--- config.mk ---
export PLATFORM = sky130hd
export DESIGN_NAME = if_stage
export DESIGN_NICKNAME = d
export VERILOG_FILES = /design/src/rtl/if_stage_pkg.sv /design/src/rtl/if_id_reg.sv /design/src/rtl/if_stage.sv
export SDC_FILE = /design/constraint.sdc
export NUM_CORES = 1
export LEC_CHECK = 0
export ABC_CLOCK_PERIOD_IN_PS = 2150
export BUFFER_PORTS_ARGS = -buffer_cell sky130_fd_sc_hd__buf_2
export CAP_MARGIN = 20
export CORE_ASPECT_RATIO = 0.5
export CORE_MARGIN = 2
export CORE_UTILIZATION = 34
export CTS_CLUSTER_DIAMETER = 60
export DETAILED_ROUTE_END_ITERATION = 8
export PLACE_DENSITY = 0.6
export SYNTH_ARGS = -nofsm -noshare
export SYNTH_HDL_FRONTEND = slang
export SYNTH_SLANG_ARGS = --single-unit
--- constraint.sdc ---
create_clock -name clk_i -period 2.15 [get_ports clk_i]
set_input_delay 0.215 -clock clk_i [delete_from_list [all_inputs] [get_ports clk_i]]
set_output_delay 0.215 -clock clk_i [all_outputs]
set_load 0.005 [all_outputs]
--- src/rtl/if_stage_pkg.sv ---
// Shared types and constants for the instruction-fetch stage.
package if_stage_pkg;

  typedef enum logic [1:0] {
    StIdle,
    StWait,
    StDiscard,
    StHold
  } if_state_e;

  // addi x0, x0, 0
  localparam logic [31:0] NopInstr = 32'h0000_0013;

endpackage

--- src/rtl/if_id_reg.sv ---
// IF/ID pipeline register: flush beats stall beats load; otherwise a bubble is inserted.
module if_id_reg
  import if_stage_pkg::*;
(
  input  logic        clk_i,
  input  logic        rst_i,
  input  logic        flush_i,
  input  logic        stall_i,
  input  logic        load_i,
  input  logic [31:0] instr_i,
  input  logic [31:0] pc_i,
  output logic        valid_o,
  output logic [31:0] instr_o,
  output logic [31:0] pc_o
);

  logic        valid_q, valid_d;
  logic [31:0] instr_q, instr_d;
  logic [31:0] pc_q, pc_d;

  always_comb begin
    valid_d = 1'b0;
    instr_d = instr_q;
    pc_d    = pc_q;
    if (flush_i) begin
      valid_d = 1'b0;
    end else if (stall_i) begin
      valid_d = valid_q;
    end else if (load_i) begin
      valid_d = 1'b1;
      instr_d = instr_i;
      pc_d    = pc_i;
    end
  end

  always_ff @(posedge clk_i) begin
    if (!rst_i) begin
      valid_q <= 1'b0;
      instr_q <= NopInstr;
      pc_q    <= 32'h0;
    end else begin
      valid_q <= valid_d;
      instr_q <= instr_d;
      pc_q    <= pc_d;
    end
  end

  assign valid_o = valid_q;
  assign instr_o = instr_q;
  assign pc_o    = pc_q;

endmodule

--- src/rtl/if_stage.sv ---
// Instruction-fetch stage: one outstanding imem request, stall hold buffer, flush discard.
module if_stage
  import if_stage_pkg::*;
(
  input  logic        clk_i,
  input  logic        rst_i,
  input  logic        start_i,
  input  logic [31:0] pc_i,
  input  logic        stall_i,
  input  logic        flush_i,
  output logic        imem_req_o,
  output logic [31:0] imem_addr_o,
  input  logic        imem_ack_i,
  input  logic [31:0] imem_rdata_i,
  output logic        mem_stall_o,
  output logic        valid_o,
  output logic [31:0] instr_o,
  output logic [31:0] pc_o
);

  if_state_e   state_q, state_d;
  logic        req_q, req_d;
  logic [31:0] addr_q, addr_d;
  logic [31:0] buf_instr_q, buf_instr_d;
  logic [31:0] buf_pc_q, buf_pc_d;

  logic        load_en;
  logic [31:0] load_instr;
  logic [31:0] load_pc;

  always_comb begin
    state_d     = state_q;
    req_d       = req_q;
    addr_d      = addr_q;
    buf_instr_d = buf_instr_q;
    buf_pc_d    = buf_pc_q;
    load_en     = 1'b0;
    load_instr  = imem_rdata_i;
    load_pc     = addr_q;
    mem_stall_o = 1'b0;

    unique case (state_q)
      StIdle: begin
        mem_stall_o = start_i;
        if (start_i && !flush_i) begin
          state_d = StWait;
          req_d   = 1'b1;
          addr_d  = pc_i;
        end
      end
      StWait: begin
        mem_stall_o = !imem_ack_i;
        if (imem_ack_i) begin
          req_d   = 1'b0;
          state_d = StIdle;
          if (!flush_i) begin
            if (stall_i) begin
              state_d     = StHold;
              buf_instr_d = imem_rdata_i;
              buf_pc_d    = addr_q;
            end else begin
              load_en = 1'b1;
            end
          end
        end else if (flush_i) begin
          state_d = StDiscard;
        end
      end
      // The request cannot be withdrawn, so wait out its ack and drop the data.
      StDiscard: begin
        mem_stall_o = 1'b1;
        if (imem_ack_i) begin
          req_d   = 1'b0;
          state_d = StIdle;
        end
      end
      StHold: begin
        mem_stall_o = 1'b1;
        load_instr  = buf_instr_q;
        load_pc     = buf_pc_q;
        if (flush_i) begin
          state_d = StIdle;
        end else if (!stall_i) begin
          load_en = 1'b1;
          state_d = StIdle;
        end
      end
      default: state_d = StIdle;
    endcase
  end

  always_ff @(posedge clk_i) begin
    if (!rst_i) begin
      state_q     <= StIdle;
      req_q       <= 1'b0;
      addr_q      <= 32'h0;
      buf_instr_q <= 32'h0;
      buf_pc_q    <= 32'h0;
    end else begin
      state_q     <= state_d;
      req_q       <= req_d;
      addr_q      <= addr_d;
      buf_instr_q <= buf_instr_d;
      buf_pc_q    <= buf_pc_d;
    end
  end

  assign imem_req_o  = req_q;
  assign imem_addr_o = addr_q;

  if_id_reg u_if_id_reg (
    .clk_i   (clk_i),
    .rst_i   (rst_i),
    .flush_i (flush_i),
    .stall_i (stall_i),
    .load_i  (load_en),
    .instr_i (load_instr),
    .pc_i    (load_pc),
    .valid_o (valid_o),
    .instr_o (instr_o),
    .pc_o    (pc_o)
  );

endmodule

Word level (Yosys, flattened, before mapping)
Cells that the tools add are included.

cells by class
  bitwise logic cells = 3
  reductions and logical operators = 13
  mux-type cells = 20
  eq/ne operators = 8

operator list
  cell                                                  count
  two-way mux 32 bit                                    2
  two-way mux 2 bit                                     8
  case mux 2 bit (4 select lines)                       1
  AND reduction 4 bit                                   2
  two-way mux 1 bit                                     6
  != test 3 bit (second input constant)                 2
  AND reduction 3 bit                                   2
  OR reduction 2 bit                                    3
  equality test 2 bit (second input constant)           2
  != test 2 bit (second input constant)                 2
  case mux 1 bit (2 select lines)                       2
  inverter 1 bit                                        3
  case mux 1 bit (3 select lines)                       1
  equality test 2 x 1 -> 1 bit (second input constant)  1
  zero test 1 bit                                       2
  zero test 2 bit                                       1
  != test 2 x 1 -> 1 bit (second input constant)        1
  AND reduction 2 bit                                   1
  nonzero test 2 bit                                    1
  logical AND 1 bit                                     1

word-level totals
  word-level logic and storage cells = 52
  output and inout port bits = 99
  register bits = 164
  input port bits = 70

Depth between registers and ports, before layout
Gate-level depths: netlist of the first run.

  word-level depth = 5
  mapped depth = 8

By module
A second synthesis of the first run with hierarchy kept.

unflattened totals
  cells, all modules = 807
  area, all modules = 7,312.0 µm²

by module, submodules not included
  module     seq. area each (µm²)  area an instance (µm²)  instances  cells each
  if_stage   1,981.9               4,649.5                 1          526
  if_id_reg  1,301.2               2,662.6                 1          281

Worst setup path before layout of the first run
No wires, ideal clock.

  kind = register -> output
  start point = register state_q[0]
  end point = output port mem_stall_o
  buffers on the path = 3
  cell stages (with the launch flop) = 7
  path slack = 496 ps
  arrival = 1,439 ps
  data required time = 1,935 ps
  path through = dfxtp_1 ha_1 buf_2 buf_4 buf_2 a2111oi_0 a21oi_1

on the way
  word-level cells in the longest chain between the ends = 3
  elaborated cells on any way between the ends = 6
  classes of those cells = 3 x eq/ne; 1 x mux; 2 x reduce/logical

ends and longest elaborated chain
  what                                 line             text
  from (decl)                          if_stage.sv:21   if_state_e state_q, state_d;
  from (signal assigned)               if_stage.sv:94   state_q <= StIdle;
  from (signal assigned)               if_stage.sv:100  state_q <= state_d;
  equality test 2 bit                  if_stage.sv:42   unique case (state_q)
  OR reduction 2 bit (no line)         --
  case mux 1 bit (3 select lines) (*)  if_stage.sv:42
  to (decl)                            if_stage.sv:15   output logic mem_stall_o,

Every way passes the cells marked *; elsewhere a longest branch is shown, timed or not.

Final worst setup path of the first run
  start point = register state_q[1]
  end point = register u_if_id_reg.instr_q[23] (netlist: u_if_id_reg.instr_o[23])

on the way
  word-level cells in the longest chain between the ends = 3
  elaborated cells on any way between the ends = 5
  classes of those cells = 2 x eq/ne; 2 x mux; 1 x reduce/logical

ends and longest elaborated chain
  what                                                                 line             text
  equality test 2 bit or equality test 2 x 1 -> 1 bit (tied branches)  if_stage.sv:42
  case mux 1 bit (2 select lines)                                      if_stage.sv:42
  AND reduction 3 bit (no line)                                        --
  to (signal assigned)                                                 if_id_reg.sv:39  instr_q <= NopInstr;
  to (signal assigned)                                                 if_id_reg.sv:43  instr_q <= instr_d;
  to (decl)                                                            if_id_reg.sv:18  logic [31:0] instr_q, instr_d;

Parallel ways exist; a longest one is shown, timed or not.
A chain may end at the register's enable or synchronous reset.

==> summary.txt, run 1 <==
Yosys
  • Total standard cell area after synthesis: 6780 um^2
  • Top cell types by occurrence after synthesis: 263 x sky130_fd_sc_hd__nand2_1, 164 x sky130_fd_sc_hd__dfxtp_1, 80 x sky130_fd_sc_hd__a21boi_0
  • Yosys cell types: 26
  • Sequential-to-total area share from yosys stat: 48.4%
  • Post-synthesis async set-or-reset flop share: 0%
  • Number of flip-flops and latches in the synthesized netlist: between 150 and 200
  • Number of nets in the synthesized netlist: between 800 and 900
  • Syn avg cell area: 9.13 um^2
  • Proportion of netlist area held by the largest area contributor: slightly below 50%
  • Synthesized instance count: 743
  • Count of flip-flops with a built-in enable after synthesis: 0
  • Cell type with the highest aggregate area in the netlist: sky130_fd_sc_hd__dfxtp_1
  • Yosys warning total: 0
  • Synth area leaders: sky130_fd_sc_hd__dfxtp_1 48%, sky130_fd_sc_hd__nand2_1 15%, sky130_fd_sc_hd__mux2i_1 9.7%
  • Post-synth top flop: sky130_fd_sc_hd__dfxtp_1
  • Cell with the most instances after synthesis: sky130_fd_sc_hd__nand2_1

Detailed routing
  • Router iterations before antenna repair: 4
  • DRC violations left: 0
  • Total routed wirelength: 16.2 mm
  • Initial drt markers: ~230
  • Remaining antenna violation count: 0
  • WL per Instance: 14.0 um
  • Average via count per standard cell: 4.71
  • Total via count in the routed design: between 5000 and 6000

Global route
  • Maximum number of pins on one net before global-route repair: 123
  • Most used routing layer: met2
  • GR met1 Demand/Resource: 19.8%
  • Initial antenna violation count: 0
  • Via count of the first global-routing pass: roughly 5300
  • GRT Util Overall: 15.6%
  • Global-route wire length before repair: between 20 and 30 mm
  • Total grt overflow: 0
  • GR Util met2: 26.7%
  • Met3 GRT Util: under 10%

Setup path
  • Endpoint arrival time on the critical path: roughly 2.3 ns
  • Required time at the worst-slack endpoint: 2.46 ns
  • Critical path type: reg -> reg
  • Largest stage delay on the critical path: 0.41 ns
  • Max stage delay cell, worst path: sky130_fd_sc_hd__dfxtp_1
  • Startpoint type of the worst setup path: flop
  • Cells traversed along the worst timing path: inv_1 -> ha_2 -> a21oi_1 -> nor3_4 -> clkbuf_16 -> o211a_1
  • Kind of end point of the critical path: flop
  • Worst-path maximum fanout: approximately 120

Worst hold path
  • Classification of the worst-slack hold path: in -> reg

Clocking
  • Clock Latency Late Sink: 0.42 ns
  • Clock sink count: 164
  • Clock tree from TritonCTS: built
  • Clk slew on worst S/H paths: around 0.070 ns
  • Number of buffers between clock root and the deepest sink: 2
  • Num CTS Buffers: 17
  • CTS HTree Levels: 4
  • Post CTS Setup Buffer Count: 0
  • Root buffer cell: sky130_fd_sc_hd__clkbuf_16

STA
  • Final TNS setup: 0 ns
  • Max-slew headroom at the worst pin: between 60% and 70%
  • Fin. max-slew vios: 0
  • Unrepaired setup endpoints after global routing: no
  • Endpoints failing setup: 0
  • Clk_skew: 0.0137 ns
  • Highest attainable clock frequency: 0.501 GHz
  • Final critical delay including setup and external delays: 2.00 ns
  • Final hold violation count: 0
  • Actual slew at the worst max-slew pin: 0.587 ns
  • Final critical-path share of the clock period: just over 90%

Power
  • Relative contribution of sequential cells to total power: a little under half
  • Cell-internal power: 5.30 mW
  • Share of total power consumed by net switching: about a quarter
  • Peak supply drop: 543 uV
  • Power per Cell Area: 850 nW/um^2
  • Static leakage power: 3.98 nW
  • Switching power: 1.89 mW
  • Combinational fraction of design power: 11.5%
  • Clk pwr share: a little over two fifths

Place
  • Estimated wirelength of the detail-placed design: about 10 mm
  • Placed cell areas: 7850 um^2
  • Placer Congestion: 0.725
  • Quantity of I/O buffers inserted on ports: ~170

Job
  • MaxCap Viol Count: 0

Floorplanning
  • Floorplan Core Area: 19500 um^2
  • Number of rows created at floorplan: 36
  • DIE AREA: 21200 um^2
  • Width of the die: roughly 200 um
  • Die height: 104 um
  • Initial Utilization: a little over a third
  • # IOs: 169

Final layout
  • Fraction of final layout cells sized beyond drive strength 1: between 20% and 30%
  • Summed area of non-filler cells in the final layout: about 8500 um^2
  • Util after Layout: roughly 43%
  • Post-layout net count: 955
  • Total of fill cells in the finished design: 1956
  • Area occupied by multi-input gates: 3230 um^2
  • Layout-stage area growth over the synthesis result: 24.9%
  • Antenna fix cells: 0
  • Area taken by flip-flops and latches: 3280 um^2

Run status
  • Run status: finished clean
## power by group through the flow
stage               clock network [mW]  registers (mW)  logic, mW
finish                            3.08            3.30      0.824
global route                      3.31            3.32      0.927
CTS                               3.19            3.30      0.826
detailed placement                   0            3.37      0.815
global placement                     0            3.36      0.798
floorplan                            0            3.36      0.465
## sequential cells by signal, indices dropped and copies added, names as in the netlist
name,flops
buf_instr_q,32
buf_pc_q,32
imem_addr_o,32
u_if_id_reg.instr_o,32
u_if_id_reg.pc_o,32
state_q,2
imem_req_o,1
u_if_id_reg.valid_o,1
## routing by layer
metal / share of wire [%] / vias up
met4: 0.93 / 0
met5: 0 / -
met1: 47 / 2599
li1: - / 2791
met2: 49 / 64
met3: 3.1 / 14
## placed cells by master, fill, tap and decap left out, drive strengths merged, types with 3 or more instances in the layout
cell    instances
nor3            3
nand2         263
o211ai          4
a21oi           3
o211a          61
clkbuf         18
ha              4
a21boi         97
inv            14
mux2i          66
dfxtp         164
clkinv          3
buf           178
## layout make-up
cell class	instances	share of cell area, %
flip-flops and latches	164	38.8
inverters	6	0.266
clock inverters	15	1.96
multi-input cells	513	38.2
clock buffers	17	5.02
repair buffers	179	11.9
well taps	266	3.93
## cell families (layout without fill, tap and decap cells)
family / Yosys count / count (layout) / share of synthesized area (%)
simple gates: 273 / 273 / 15.6
fa+ha+maj: 4 / 4 / 0.738
compound gates: 170 / 170 / 20.9
flops: 164 / 164 / 48.4
mux: 66 / 66 / 9.74
buf+inv: 66 / 217 / 4.59
## repair_timing
item | 4_1_cts | 5_1_grt
endpoints found under the hold margin | 0 | 0
pin swaps | 0 | 0
endpoints found under the setup margin | 1 | 1
hold buffers | 0 | 0
resized for setup | 2 | 3
## worst paths after layout
check / slack [ns] / to / from / depth (start not counted)
setup / recovery: 0.15 / u_if_id_reg.instr_o[23]$_SDFFE_PN0P_ / state_q[1]$_SDFFE_PN0P_ / 6
hold / removal: 0.03 / imem_addr_o[3]$_SDFFE_PN0P_ / pc_i[3] / 3
setup reg to reg: 0.15 / u_if_id_reg.instr_o[23]$_SDFFE_PN0P_ / state_q[1]$_SDFFE_PN0P_ / 6
hold reg to reg: 0.45 / buf_instr_q[16]$_SDFFE_PN0P_ / buf_instr_q[16]$_SDFFE_PN0P_ / 2
## per-stage QoR
stage | instances | setup slack [ns] | power (mW) | hold WS (ns)
3_5_place_dp | 1128 | 0.247 | 4.18 | 0.447
5_1_grt | 1160 | 0.0325 | 7.56 | 0.0145
3_3_place_gp | 1128 | 0.329 | 4.16 | 0.440
4_1_cts | 1160 | 0.0644 | 7.32 | 0.00463
6_report | 1160 | 0.155 | 7.20 | 0.0282
2_1_floorplan | 743 | 0.496 | 3.82 | 0.350
## critical path, delay by kind of cell, from the launching register on
kind,cells,cell delay [ns]
adder cells (fa/ha/maj),1,0.23
buffers and inverters,2,0.33
AO/OA/AOI/OAI,2,0.67
flip-flops,1,0.41
AND/OR/NAND/NOR,1,0.06
(Power assumes the default switching activity.)
==> run 2: changes to the inputs <==
CORE_UTILIZATION = 53   (was 34)
PLACE_DENSITY = 0.85   (was 0.6)
==> run 2 against run 1 <==
Effect of this change:
- maximum frequency increased by 1.9%
- count of clock-buffer cells in the layout is 2 higher
- clock skew is 0.00064 ns lower
- clock power increased by 6.8%
- sequential share of layout area up 0.36 points
- die area shrank 35%
- power grew 2.7%
- worst setup slack gained 0.038 ns
- utilization rose by 23 points
- hold slack gained 0.0045 ns
- largest cell class unchanged
- largest power group unchanged
- highest routed layer unchanged
==> summary.txt, run 2 (synthesis gave the netlist of run 1 again) <==
STA
  • Max-slew headroom at the worst pin: 70.0% (was 60.8%)
  • Final hold violation count: 0 (unchanged)
  • Post-Route Hold Slack: 0.0328 ns (was 0.0282 ns)
  • Crit path setup slack, layout: 0.192 ns (was 0.155 ns)
  • Final critical delay including setup and external delays: 1.96 ns (was 2.00 ns)
  • Highest attainable clock frequency: 0.511 GHz (was 0.501 GHz)
  • Fin. max-slew vios: 0 (unchanged)
  • Unrepaired setup endpoints after global routing: no (unchanged)
  • Endpoints failing setup: 0 (unchanged)
  • Clk_skew: 0.0130 ns (was 0.0137 ns)
  • Actual slew at the worst max-slew pin: 0.451 ns (was 0.587 ns)
  • Final TNS setup: 0 ns (unchanged)
  • Final critical-path share of the clock period: 91.1% (was 92.8%)

Global route
  • GRT Util Overall: 22.1% (was 15.6%)
  • Global-route wire length before repair: 24.9 mm (was 26.8 mm)
  • Initial antenna violation count: 0 (unchanged)
  • Total grt overflow: 0 (unchanged)
  • Maximum number of pins on one net before global-route repair: 91 (was 123)
  • Via count of the first global-routing pass: 5419 (was 5256)

Setup path
  • Critical path type: reg -> out (was reg -> reg)
  • Cells traversed along the worst timing path: inv_1 -> ha_1 -> a2111oi_2 -> a21oi_1 -> buf_2 (was inv_1 -> ha_2 -> a21oi_1 -> nor3_4 -> clkbuf_16 -> o211a_1)
  • Kind of end point of the critical path: primary output (was flop)
  • Max stage delay cell, worst path: sky130_fd_sc_hd__dfxtp_1 (unchanged)
  • Reg2Reg Launch Point: state_q[0]$_SDFFE_PN0P_ (was state_q[1]$_SDFFE_PN0P_)
  • Startpoint type of the worst setup path: flop (unchanged)
  • Endpoint arrival time on the critical path: 1.74 ns (was 2.30 ns)
  • Capture point of the worst reg-to-reg path: u_if_id_reg.instr_o[10]$_SDFFE_PN0P_ (was u_if_id_reg.instr_o[23]$_SDFFE_PN0P_)
  • Worst setup path startpoint: state_q[0]$_SDFFE_PN0P_ (was state_q[1]$_SDFFE_PN0P_)
  • Critical path depth in cells: 5 (was 6)
  • Register-to-register path setup slack: 0.27 ns (was 0.15 ns)
  • Endpoint of the worst setup timing path: mem_stall_o (was u_if_id_reg.instr_o[23]$_SDFFE_PN0P_)
  • Required time at the worst-slack endpoint: 1.93 ns (was 2.46 ns)
  • Number of buffers and inverters on the critical path: 2 (unchanged)
  • Largest stage delay on the critical path: 0.42 ns (was 0.41 ns)
  • Cell family contributing the most delay on the critical path: flip-flops (was compound AO/OA/AOI/OAI gates)
  • Worst-path maximum fanout: 5 (was 122)
  • Worst R2R Path Depth: 6 (unchanged)

Clocking
  • Clock tree from TritonCTS: built (unchanged)
  • Clock sink count: 164 (unchanged)
  • Post CTS Setup Buffer Count: 0 (unchanged)
  • Clock Latency Late Sink: 0.41 ns (was 0.42 ns)
  • Number of buffers between clock root and the deepest sink: 2 (unchanged)
  • CTS HTree Levels: 4 (unchanged)
  • Num CTS Buffers: 17 (unchanged)
  • Root buffer cell: sky130_fd_sc_hd__clkbuf_16 (unchanged)
  • Clk slew on worst S/H paths: 0.07 ns (about the same)
  • Post-CTS Hold Buffers: 0 (unchanged)
  • Post-cts resize count: 0 (was 2)

Detailed routing
  • WL per Instance: 14.1 um (was 14.0 um)
  • Initial drt markers: 304 (was 232)
  • Total routed wirelength: 15.0 mm (was 16.2 mm)
  • Remaining antenna violation count: 0 (unchanged)
  • Router iterations before antenna repair: 4 (unchanged)
  • Average via count per standard cell: 5.25 (was 4.71)
  • Total via count in the routed design: 5599 (was 5468)
  • DRC violations left: 0 (unchanged)

Final layout
  • Summed area of non-filler cells in the final layout: 8400 um^2 (was 8470 um^2)
  • Post-Layout Cell Count: 1067 (was 1160)
  • Antenna fix cells: 0 (unchanged)
  • Most used cells in the layout excluding fill and tap cells: 263 x sky130_fd_sc_hd__nand2_1, 167 x sky130_fd_sc_hd__buf_2, 163 x sky130_fd_sc_hd__dfxtp_1, 80 x sky130_fd_sc_hd__a21boi_0, 66 x sky130_fd_sc_hd__mux2i_1 (was 263 x sky130_fd_sc_hd__nand2_1, 167 x sky130_fd_sc_hd__buf_2, 164 x sky130_fd_sc_hd__dfxtp_1, 80 x sky130_fd_sc_hd__a21boi_0, 66 x sky130_fd_sc_hd__mux2i_1)
  • Layout-stage area growth over the synthesis result: 23.8% (was 24.9%)
  • Post-layout net count: 958 (was 955)
  • Fraction of final layout cells sized beyond drive strength 1: 24.5% (was 24.3%)
  • Leading cell type in the layout, fill and taps excluded: sky130_fd_sc_hd__nand2_1 (unchanged)
  • Util after Layout: 66.7% (was 43.4%)
  • Total of fill cells in the finished design: 1007 (was 1956)

Floorplanning
  • # IOs: 169 (unchanged)
  • Width of the die: 164 um (was 204 um)
  • Die height: 84.0 um (was 104 um)
  • Number of rows created at floorplan: 29 (was 36)
  • Initial Utilization: 53.9% (was 34.8%)
  • Floorplan Core Area: 12600 um^2 (was 19500 um^2)
  • DIE AREA: 13800 um^2 (was 21200 um^2)

Run status
  • Run status: finished clean (unchanged)

Place
  • Estimated wirelength of the detail-placed design: 9.91 mm (was 10.2 mm)
  • Quantity of I/O buffers inserted on ports: 168 (unchanged)
  • Placer Congestion: 0.823 (was 0.725)
  • Pre-CTS WS: 0.336 ns (was 0.247 ns)
  • Placed cell areas: 7740 um^2 (was 7850 um^2)
  • Placed cell count: 1035 (was 1128)

Power
  • Power per Cell Area: 881 nW/um^2 (was 850 nW/um^2)
  • Peak supply drop: 518 uV (was 543 uV)
  • Total Power: 7.40 mW (was 7.20 mW)
  • Static leakage power: 4.02 nW (was 3.98 nW)

Worst hold path
  • Classification of the worst-slack hold path: in -> reg (unchanged)

Job
  • MaxCap Viol Count: 0 (unchanged)
==> run 2: where the power goes <==
group | internal, mW | switching, mW | total, mW
sequential | 3.19 | 0.112 | 3.30
clock | 2.03 | 1.26 | 3.29
combinational | 0.361 | 0.439 | 0.800
total | 5.58 | 1.81 | 7.40
==> run 2: cell type report <==
class	instances	area [um^2]	area share [%]
clock buffers	19	453	5.39
clock inverters	13	193	2.30
inverters	6	22.5	0.268
multi-input cells	513	3220	38.3
flip-flops and latches	164	3280	39.1
well taps	170	213	2.53
repair buffers	182	1010	12.0
==> run 2: worst min-delay path by stage <==
stage	start	end	slack, ns	cells after the start
3_5_place_dp	buf_instr_q[15]$_SDFFE_PN0P_	buf_instr_q[15]$_SDFFE_PN0P_	0.45	2
5_1_grt	pc_i[3]	imem_addr_o[3]$_SDFFE_PN0P_	0.04	3
4_1_cts	pc_i[30]	imem_addr_o[30]$_SDFFE_PN0P_	0.03	3
6_report	pc_i[30]	imem_addr_o[30]$_SDFFE_PN0P_	0.03	3
3_3_place_gp	buf_instr_q[21]$_SDFFE_PN0P_	buf_instr_q[21]$_SDFFE_PN0P_	0.44	2
2_1_floorplan	imem_rdata_i[0]	buf_instr_q[0]$_SDFFE_PN0P_	0.35	2
==> run 2: layer usage <==
layer	global-route usage [%]	wire length, um
met1	26.7	6780
met2	39.6	7520
met3	4.57	535
met4	6.94	187
met5	0	0
==> run 2: worst min-delay path, stage by stage <==
cell                       delay [ns]
sky130_fd_sc_hd__buf_2           0.09
sky130_fd_sc_hd__nand2_1         0.04
sky130_fd_sc_hd__a21boi_1        0.05
==> run 3: changes to the inputs <==
HOLD_SLACK_MARGIN = 0.12   (was default)
==> run 3 against run 2 <==
Effect of this change:
- flip-flop and latch count unchanged
- global-route usage increased by 2.1 points
- power increased by 1.5%
- combinational power increased by 13%
- cell count increased by 6.0%
- register-to-register slack got worse by 0.03 ns
- critical endpoint unchanged
- largest power group unchanged
==> summary.txt, run 3 (synthesis gave the netlist of run 1 again) <==
Job
  • MaxCap Viol Count: 0 (unchanged)

Final layout
  • Post-Layout Cell Count: 1131 (was 1067)
  • Total of fill cells in the finished design: 907 (was 1007)
  • Fraction of final layout cells sized beyond drive strength 1: 22.9% (was 24.5%)
  • Summed area of non-filler cells in the final layout: 9040 um^2 (was 8400 um^2)
  • Post-layout net count: 1022 (was 958)
  • Layout-stage area growth over the synthesis result: 33.2% (was 23.8%)
  • Antenna fix cells: 0 (unchanged)
  • Leading cell type in the layout, fill and taps excluded: sky130_fd_sc_hd__nand2_1 (unchanged)
  • Most used cells in the layout excluding fill and tap cells: 263 x sky130_fd_sc_hd__nand2_1, 167 x sky130_fd_sc_hd__buf_2, 163 x sky130_fd_sc_hd__dfxtp_1, 80 x sky130_fd_sc_hd__a21boi_0, 66 x sky130_fd_sc_hd__mux2i_1 (unchanged)

Setup path
  • Worst-path maximum fanout: 5 (unchanged)
  • Worst setup path startpoint: state_q[0]$_SDFFE_PN0P_ (unchanged)
  • Register-to-register path setup slack: 0.24 ns (was 0.27 ns)
  • Reg2Reg Launch Point: state_q[0]$_SDFFE_PN0P_ (unchanged)
  • Endpoint arrival time on the critical path: 1.76 ns (was 1.74 ns)
  • Startpoint type of the worst setup path: flop (unchanged)
  • Capture point of the worst reg-to-reg path: u_if_id_reg.instr_o[12]$_SDFFE_PN0P_ (was u_if_id_reg.instr_o[10]$_SDFFE_PN0P_)
  • Endpoint of the worst setup timing path: mem_stall_o (unchanged)
  • Critical path type: reg -> out (unchanged)
  • Worst R2R Path Depth: 6 (unchanged)
  • Required time at the worst-slack endpoint: 1.93 ns (about the same)
  • Kind of end point of the critical path: primary output (unchanged)

STA
  • Unrepaired setup endpoints after global routing: no (unchanged)
  • Max-slew headroom at the worst pin: 69.3% (was 70.0%)
  • Post-Route Hold Slack: 0.190 ns (was 0.0328 ns)
  • Final critical delay including setup and external delays: 1.97 ns (was 1.96 ns)
  • Endpoints failing setup: 0 (unchanged)
  • Highest attainable clock frequency: 0.507 GHz (was 0.511 GHz)
  • Final TNS setup: 0 ns (unchanged)
  • Clk_skew: 0.0139 ns (was 0.0130 ns)
  • Fin. max-slew vios: 0 (unchanged)
  • Final critical-path share of the clock period: 91.7% (was 91.1%)
  • Actual slew at the worst max-slew pin: 0.461 ns (was 0.451 ns)
  • Final hold violation count: 0 (unchanged)

Detailed routing
  • Router iterations before antenna repair: 4 (unchanged)
  • Average via count per standard cell: 5.26 (was 5.25)
  • Total via count in the routed design: 5945 (was 5599)
  • Total routed wirelength: 16.5 mm (was 15.0 mm)
  • WL per Instance: 14.6 um (was 14.1 um)
  • Initial drt markers: 383 (was 304)
  • DRC violations left: 0 (unchanged)
  • Remaining antenna violation count: 0 (unchanged)

Place
  • Quantity of I/O buffers inserted on ports: 168 (unchanged)
  • Placed cell count: 1035 (unchanged)
  • Placer Congestion: 0.823 (unchanged)
  • Placed cell areas: 7740 um^2 (unchanged)
  • Estimated wirelength of the detail-placed design: 9.91 mm (unchanged)

Floorplanning
  • # IOs: 169 (unchanged)
  • Floorplan Core Area: 12600 um^2 (unchanged)
  • Width of the die: 164 um (unchanged)
  • Initial Utilization: 53.9% (unchanged)
  • Number of rows created at floorplan: 29 (unchanged)
  • Die height: 84.0 um (unchanged)
  • DIE AREA: 13800 um^2 (unchanged)

Power
  • Cell-internal power: 5.66 mW (was 5.58 mW)
  • Power per Cell Area: 831 nW/um^2 (was 881 nW/um^2)
  • Share of total power consumed by net switching: 24.6% (was 24.5%)
  • Clk pwr share: 43.9% (was 44.5%)
  • Combinational fraction of design power: 12.1% (was 10.8%)
  • Relative contribution of sequential cells to total power: 44.0% (was 44.7%)
  • Switching power: 1.85 mW (was 1.81 mW)
  • Static leakage power: 4.28 nW (was 4.02 nW)
  • Peak supply drop: 522 uV (was 518 uV)

Global route
  • Via count of the first global-routing pass: 5855 (was 5419)
  • Maximum number of pins on one net before global-route repair: 91 (unchanged)
  • Total grt overflow: 0 (unchanged)
  • Global-route wire length before repair: 27.1 mm (was 24.9 mm)
  • Initial antenna violation count: 0 (unchanged)
  • GRT Util Overall: 24.3% (was 22.1%)

Clocking
  • Number of buffers between clock root and the deepest sink: 2 (unchanged)
  • CTS HTree Levels: 4 (unchanged)
  • Clock Latency Late Sink: 0.41 ns (about the same)
  • Root buffer cell: sky130_fd_sc_hd__clkbuf_16 (unchanged)
  • Clk slew on worst S/H paths: 0.06 ns (was 0.07 ns)
  • Post CTS Setup Buffer Count: 0 (unchanged)
  • Clock tree from TritonCTS: built (unchanged)
  • Num CTS Buffers: 17 (unchanged)
  • Clock sink count: 164 (unchanged)

Worst hold path
  • Classification of the worst-slack hold path: in -> reg (unchanged)

Run status
  • Run status: finished clean (unchanged)
run 3: worst min-delay path by stage:
stage,startpoint,endpoint,slack [ns],cells after the start
6_report,imem_ack_i,imem_req_o$_SDFFE_PN0P_,0.19,4
2_1_floorplan,imem_rdata_i[0],buf_instr_q[0]$_SDFFE_PN0P_,0.35,2
5_1_grt,imem_ack_i,imem_req_o$_SDFFE_PN0P_,0.21,4
3_3_place_gp,buf_instr_q[21]$_SDFFE_PN0P_,buf_instr_q[21]$_SDFFE_PN0P_,0.44,2
3_5_place_dp,buf_instr_q[15]$_SDFFE_PN0P_,buf_instr_q[15]$_SDFFE_PN0P_,0.45,2
4_1_cts,imem_ack_i,imem_req_o$_SDFFE_PN0P_,0.17,4
run 3: per-stage QoR:
stage	util [%]	total power [mW]	setup slack [ns]
floorplan	-	3.82	0.496
global placement	61.5	4.13	0.454
detailed placement	61.5	4.17	0.336
CTS	71.7	7.54	0.0211
global route	71.8	7.82	0.0648
finish	71.8	7.51	0.179
run 3: area by class of cell:
class	count	area (um^2)	share of cell area [%]
timing repair buffer	246	1650	18.3
inverter	6	22.5	0.249
clock buffer	19	453	5.01
tap	170	213	2.35
clock inverter	13	193	2.13
multi-input combinational	513	3220	35.6
sequential	164	3280	36.3
run 3: layer usage:
layer  share of wire, %  GRT usage, %
met1                 43          28.1
met2                 51          44.2
met3                3.3          4.77
met4                2.2          9.25
met5                  0             0
run 3: power groups by stage:
stage	clock network [mW]	logic [mW]	registers [mW]
2_1_floorplan	0	0.465	3.36
3_3_place_gp	0	0.767	3.36
3_5_place_dp	0	0.797	3.37
4_1_cts	3.35	0.890	3.30
5_1_grt	3.50	1.00	3.32
6_report	3.30	0.905	3.31
run 3: critical path: stages, from the launching register on:
cell and delay (ns):
sky130_fd_sc_hd__dfxtp_1 0.43, sky130_fd_sc_hd__inv_1 0.11, sky130_fd_sc_hd__ha_1 0.27, sky130_fd_sc_hd__a2111oi_2 0.33
sky130_fd_sc_hd__a21oi_1 0.08, sky130_fd_sc_hd__buf_2 0.14
run 3: what timing repair did:
| action | CTS | global route |
|---|---|---|
| endpoints found under the hold margin | 64 | 0 |
| hold buffers | 64 | 0 |
| endpoints found under the setup margin | 0 | 1 |
| resized for setup | 0 | 3 |
